==> src/rtl/operand_deco_pkg.sv <==
// Shared constants and types for the operand decoration scheduler.
// Decoration select encodings, IEEE-754 single constants and output-stage state type.
package operand_deco_pkg;

    localparam logic [1:0] DECO_PASS = 2'b00;
    localparam logic [1:0] DECO_NEG  = 2'b01;
    localparam logic [1:0] DECO_SAT  = 2'b10;
    localparam logic [1:0] DECO_ABS  = 2'b11;

    localparam logic [31:0] FP_ONE      = 32'h3F80_0000;
    localparam int          FP_SIGN_BIT = 31;

    typedef enum logic {
        OUT_EMPTY = 1'b0,
        OUT_FULL  = 1'b1
    } out_state_e;

endpackage

==> src/rtl/operand_decorate_unit.sv <==
// Combinational operand decoration: integer pass/negate/saturate/abs and
// float pass/negate/clamp-to-[0,1]/abs on a single 32-bit operand.
module operand_decorate_unit
    import operand_deco_pkg::*;
(
    input  logic        int_float,
    input  logic [1:0]  deco,
    input  logic [31:0] data,
    output logic [31:0] res
);

    logic [31:0] int_neg;
    logic        fp_is_nan;

    assign int_neg   = ~data + 32'd1;
    assign fp_is_nan = (data[30:23] == 8'hFF) && (data[22:0] != 23'd0);

    always_comb begin
        res = data;
        if (!int_float) begin
            case (deco)
                DECO_PASS: res = data;
                DECO_NEG:  res = int_neg;
                DECO_SAT:  res = (data != 32'd0) ? 32'd1 : 32'd0;
                DECO_ABS:  res = data[FP_SIGN_BIT] ? int_neg : data;
                default:   res = data;
            endcase
        end else begin
            case (deco)
                DECO_PASS: res = data;
                DECO_NEG:  res = {~data[FP_SIGN_BIT], data[30:0]};
                DECO_ABS:  res = {1'b0, data[30:0]};
                DECO_SAT: begin
                    // Positive floats order like unsigned ints, so +inf lands above FP_ONE.
                    if (fp_is_nan || data[FP_SIGN_BIT]) res = 32'd0;
                    else if (data > FP_ONE)             res = FP_ONE;
                    else                                res = data;
                end
                default:   res = data;
            endcase
        end
    end

endmodule

==> src/rtl/operand_deco_scheduler.sv <==
// Round-robin sharing of one operand decoration unit between NUM_REQ requesters,
// with a one-entry registered output stage under valid/ready backpressure.
//
//   state     | meaning
//   ----------+--------------------------------------------
//   OUT_EMPTY | no result held, out_valid=0
//   OUT_FULL  | result held in output register, out_valid=1
module operand_deco_scheduler
    import operand_deco_pkg::*;
#(
    parameter int NUM_REQ = 2,
    parameter int TAG_W   = 5,
    localparam int ID_W   = (NUM_REQ > 1) ? $clog2(NUM_REQ) : 1
) (
    input  logic                     clk,
    input  logic                     reset,
    input  logic                     flush,
    input  logic [NUM_REQ-1:0]       req_valid,
    output logic [NUM_REQ-1:0]       req_ready,
    input  logic [NUM_REQ-1:0]       req_int_float,
    input  logic [2*NUM_REQ-1:0]     req_deco,
    input  logic [32*NUM_REQ-1:0]    req_data,
    input  logic [TAG_W*NUM_REQ-1:0] req_tag,
    output logic                     out_valid,
    input  logic                     out_ready,
    output logic [31:0]              out_data,
    output logic [ID_W-1:0]          out_req_id,
    output logic [TAG_W-1:0]         out_tag
);

    localparam int SUM_W = ID_W + 1;

    out_state_e        state, state_nxt;
    logic [ID_W-1:0]   rr_ptr, rr_ptr_nxt, win_idx, cand;
    logic [SUM_W-1:0]  cand_sum;
    logic              win_found, can_accept, xfer;
    logic [1:0]        deco_arr [NUM_REQ];
    logic [31:0]       data_arr [NUM_REQ];
    logic [TAG_W-1:0]  tag_arr  [NUM_REQ];
    logic [31:0]       deco_res;

    for (genvar g = 0; g < NUM_REQ; g++) begin : g_unpack
        assign deco_arr[g] = req_deco[2*g +: 2];
        assign data_arr[g] = req_data[32*g +: 32];
        assign tag_arr[g]  = req_tag[TAG_W*g +: TAG_W];
    end

    // Scan from rr_ptr upward; rr_ptr < NUM_REQ so one conditional subtract wraps.
    always_comb begin : arbiter
        win_found = 1'b0;
        win_idx   = '0;
        cand_sum  = '0;
        cand      = '0;
        for (int k = 0; k < NUM_REQ; k++) begin
            cand_sum = {1'b0, rr_ptr} + SUM_W'(k);
            if (cand_sum >= SUM_W'(NUM_REQ)) cand_sum = cand_sum - SUM_W'(NUM_REQ);
            cand = cand_sum[ID_W-1:0];
            if (!win_found && req_valid[cand]) begin
                win_found = 1'b1;
                win_idx   = cand;
            end
        end
    end

    assign can_accept = !flush && (state == OUT_EMPTY || out_ready);
    assign xfer       = win_found && can_accept && !reset;

    always_comb begin
        req_ready = '0;
        if (xfer) req_ready[win_idx] = 1'b1;
    end

    operand_decorate_unit u_decorate (
        .int_float (req_int_float[win_idx]),
        .deco      (deco_arr[win_idx]),
        .data      (data_arr[win_idx]),
        .res       (deco_res)
    );

    always_comb begin : out_fsm
        state_nxt  = state;
        rr_ptr_nxt = rr_ptr;
        if (flush)                                state_nxt = OUT_EMPTY;
        else if (xfer)                            state_nxt = OUT_FULL;
        else if (state == OUT_FULL && out_ready)  state_nxt = OUT_EMPTY;
        if (xfer) begin
            rr_ptr_nxt = (win_idx == ID_W'(NUM_REQ - 1)) ? '0 : win_idx + ID_W'(1);
        end
    end

    always_ff @(posedge clk) begin
        if (reset) begin
            state      <= OUT_EMPTY;
            rr_ptr     <= '0;
            out_data   <= '0;
            out_req_id <= '0;
            out_tag    <= '0;
        end else begin
            state  <= state_nxt;
            rr_ptr <= rr_ptr_nxt;
            if (xfer) begin
                out_data   <= deco_res;
                out_req_id <= win_idx;
                out_tag    <= tag_arr[win_idx];
            end
        end
    end

    assign out_valid = (state == OUT_FULL);

endmodule

==> config.mk <==
export PLATFORM = sky130hd
export DESIGN_NAME = operand_deco_scheduler
export DESIGN_NICKNAME = d
export VERILOG_FILES = /design/src/rtl/operand_deco_pkg.sv /design/src/rtl/operand_decorate_unit.sv /design/src/rtl/operand_deco_scheduler.sv
export SDC_FILE = /design/constraint.sdc
export NUM_CORES = 1
export LEC_CHECK = 0
export CORE_AREA = 5 5 96 98
export CTS_CLUSTER_SIZE = 12
export DETAILED_ROUTE_END_ITERATION = 16
export DIE_AREA = 0 0 101 103
export DONT_BUFFER_PORTS = 1
export PLACE_DENSITY = 0.71
export SYNTH_ARGS = -nofsm -noshare
export SYNTH_HDL_FRONTEND = slang
export SYNTH_SLANG_ARGS = --single-unit
==> constraint.sdc <==
create_clock -name clk -period 9.5 [get_ports clk]
set_input_delay 0.95 -clock clk [delete_from_list [all_inputs] [get_ports clk]]
set_output_delay 0.95 -clock clk [all_outputs]
set_load 0.1 [all_outputs]
==> flow_summary.ini <==
[die]
initial_cell_density_of_the_core_pct = 43.4
floorplan.die.width_um = 101
num_rows = 34
core_region_area_um2 = 8380
die_area_um2 = 10400
top_ports = 127
die_height_um = 103

[pwr]
power.static_leakage_nw = 1.40
total_power_divided_by_cell_area_nw_per_um2 = 163
peakVddDrop_uv = 64.6

[sta]
finalClockSkew_ps = 9.37
setup-violations-final = 0
tmin_final_ps = 4570
timing.setup.tns_ps = 0
layout_worst_path_cycle_share_pct = 48.1
timing.final.hold_violations = 0
final.hold.worst_slack_ps = 593
timing.max_slew.rel_slack_pct = 24.9
grt_setup_unrepaired = no
fmaxAchievable_mhz = 219
tightestPinTransition_ps = 1130
maxSlewViolCount = 0

[drt]
firstDrtPassIters = 5
route.met3.wl_um = 1630
drtAntennaViolNets = 0
wirelength_met1_um = 5730
via_count = 4076
route.final.wire_length_um = 13900
drc = 0
met2WireLength_um = 6030
highest_layer = met4
routed_wire_length_per_instance_um = 24.0
vias_per_cell = 7.05
drt_iter0_markers = 420

[cts]
cts_buffers = 5
post_cts_hold_buffer_count = 0
root_buffer_selected_by_cts = sky130_fd_sc_hd__clkbuf_8
cts_tree = built
postCtsSetupBuffers = 0
ctsResizeCount = 0
h-tree-depth = 2
maximum_buffer_depth_of_the_clock_tree = 2
clk-insertion-delay-late_ps = 290
clkSinkCount = 40
cts.reportedPaths.clkPinSlew_ps = 90

[layout]
final_net_count = 557
syn_to_final_growth_pct = 5.82
antenna_cells = 0
drive_gt1_share_pct = 8.94
postLayoutCoreUtil_pct = 45.9

[critical_path]
category_of_the_worst_setup_path_capture_point = flop
biggest_cell_delay_along_the_critical_path_ps = 840
critPathMostFrequentCell = sky130_fd_sc_hd__o21ai_0
critical_path_peak_fanout = 24
crit_path_cell_trace = nand2b_1 > nand2_2 > mux2i_1 > ha_1 > o21ai_0 > a221oi_1 > nand3_1 > a21oi_2 > o21ai_0 > a311oi_1
crit_required_ps = 9700
setup.worst_path.start_class = input pin
critPathArrivalTime_ps = 4770
timing_worst_setup_path_type = in -> reg
worst_path_max_delay_cell = sky130_fd_sc_hd__a221oi_1

[global_route]
grt_pass1_wl_um = 21300
grt_antenna_before_repair = 0
grtUsageTotal_pct = 26.1
first_global_vias = 3843
globalRoute.totalOverflow = 0
largest_net_degree_at_the_start_of_global_routing = 58

[synthesis]
post_synth_mux_area_share_pct = 9.54
synth_xor_area_share_pct = 2.65
mappedNetlistNets = 580
synth_top_family_by_area = compound AO/OA/AOI/OAI gates
synth_compound_gate_area_share_pct = 33.3
distinct_cells_synth = 71
ys.warnings.count = 0
synthTopCellsByArea = sky130_fd_sc_hd__dfxtp_1 (22%), sky130_fd_sc_hd__mux2i_1 (8.0%), sky130_fd_sc_hd__nor2_1 (5.6%), sky130_fd_sc_hd__nand2_1 (5.0%), sky130_fd_sc_hd__a211oi_1 (4.5%)
yosysSeqAreaShare_pct = 22.0
synth-main-ff-cell = sky130_fd_sc_hd__dfxtp_1
top_cell_type_s_share_of_synthesized_area_pct = 22.0
yosys.area_share.adder_pct = 0.689
syn_area_um2 = 3630
synth_enable_flop_cells = 0
synth_async_reset_ratio_pct = 0
synth-seq-cells = 40
synth_simple_gate_area_share_pct = 26.7
yosys.area.top_type = sky130_fd_sc_hd__dfxtp_1
postSynthCellCount = 492
synth.avg_cell_area_um2 = 7.39

[run]
max_cap_violations = 0

[hold_path]
min_path_type = reg -> reg

[place]
dp_hpwl_um = 10700
port_buffers = 0
gp_congestion = 0.918

[outcome]
result_of_the_run = finished clean
-- sequential cells by signal, summed over array words and instances, names as in the netlist --
signal	cells
out_data	32
out_tag	5
out_req_id	1
out_valid	1
rr_ptr	1
-- per-layer routing --
metal	up-vias	GRT usage [%]
met5	-	0
met4	0	10.1
met3	32	6.16
met2	262	40.7
met1	1917	34.9
li1	1865	-
-- final cells by class --
| cell class | instances | area, µm² |
|---|---|---|
| Multi-Input combinational cell | 409 | 2680 |
| Clock inverter | 3 | 90.1 |
| Tap cell | 108 | 135 |
| Inverter | 6 | 22.5 |
| Fill cell | 852 | 4540 |
| Sequential cell | 40 | 801 |
| Clock buffer | 5 | 68.8 |
| Timing Repair Buffer | 7 | 52.6 |
-- stage by stage --
| stage | total power [mW] | std cells | instance area [µm²] | worst slack [ps] |
|---|---|---|---|---|
| 6_report | 0.628 | 578 | 3840 | 4930 |
| 3_3_place_gp | 0.429 | 570 | 3690 | 4910 |
| 3_5_place_dp | 0.430 | 570 | 3690 | 4690 |
| 5_1_grt | 0.648 | 578 | 3840 | 4550 |
| 2_1_floorplan | 0.394 | 492 | 3630 | 5040 |
| 4_1_cts | 0.624 | 578 | 3840 | 5000 |
-- synth_stat cells, types with 5 or more instances --
cell type,number
sky130_fd_sc_hd__a2111oi_0,7
sky130_fd_sc_hd__a211oi_1,22
sky130_fd_sc_hd__a21oi_1,17
sky130_fd_sc_hd__a311oi_1,11
sky130_fd_sc_hd__a31oi_1,14
sky130_fd_sc_hd__and3_1,8
sky130_fd_sc_hd__buf_2,12
sky130_fd_sc_hd__clkbuf_1,21
sky130_fd_sc_hd__dfxtp_1,40
sky130_fd_sc_hd__inv_1,6
sky130_fd_sc_hd__mux2_2,5
sky130_fd_sc_hd__mux2i_1,29
sky130_fd_sc_hd__nand2_1,48
sky130_fd_sc_hd__nand3_1,21
sky130_fd_sc_hd__nand4_1,7
sky130_fd_sc_hd__nor2_1,54
sky130_fd_sc_hd__nor3_1,21
sky130_fd_sc_hd__o21ai_0,21
sky130_fd_sc_hd__o31ai_1,8
sky130_fd_sc_hd__or2_2,5
sky130_fd_sc_hd__or3_1,7
sky130_fd_sc_hd__xnor2_1,7
-- placed cells by master, fill, tap and decap left out, drive strengths merged, types with 9 or more instances in the layout --
cell    instances
and3            9
dfxtp          40
a311oi         12
a21oi          18
o21ai          24
mux2i          29
nor2           54
nand2          48
nor3           21
a211oi         22
a31oi          14
nand3          21
-- cell families after synthesis --
group	Yosys count
AOI/OAI and AO/OA	162
xor gates and xnor gates	11
adders and majority gates	2
buffers and inverters	43
DFF	40
muxes	34
and+or+nand+nor	200
-- worst max-delay path: cells and delay by family --
| family | cells | cell delay, ps |
|---|---|---|
| AO/OA/AOI/OAI | 5 | 1890 |
| adder cells (fa/ha/maj) | 1 | 260 |
| multiplexers | 1 | 290 |
| AND/OR/NAND/NOR | 3 | 1370 |
-- power breakdown --
part           leakage (nW)  switching (mW)  internal (mW)
sequential            0.328          0.0966          0.180
clock                0.0784          0.0658          0.132
combinational         0.992           0.101         0.0538
-- path summary, 6_finish.rpt --
path / startpoint / to / slack (ps) / cells after the start
max reg2reg: rr_ptr$_SDFFE_PP0P_ / out_data[8]$_SDFFE_PP0P_ / 5010 / 10
min reg2reg: rr_ptr$_SDFFE_PP0P_ / rr_ptr$_SDFFE_PP0P_ / 590 / 2
max: req_valid[0] / out_data[8]$_SDFFE_PP0P_ / 4930 / 10
min: rr_ptr$_SDFFE_PP0P_ / rr_ptr$_SDFFE_PP0P_ / 590 / 2
(Power assumes the default switching activity.)
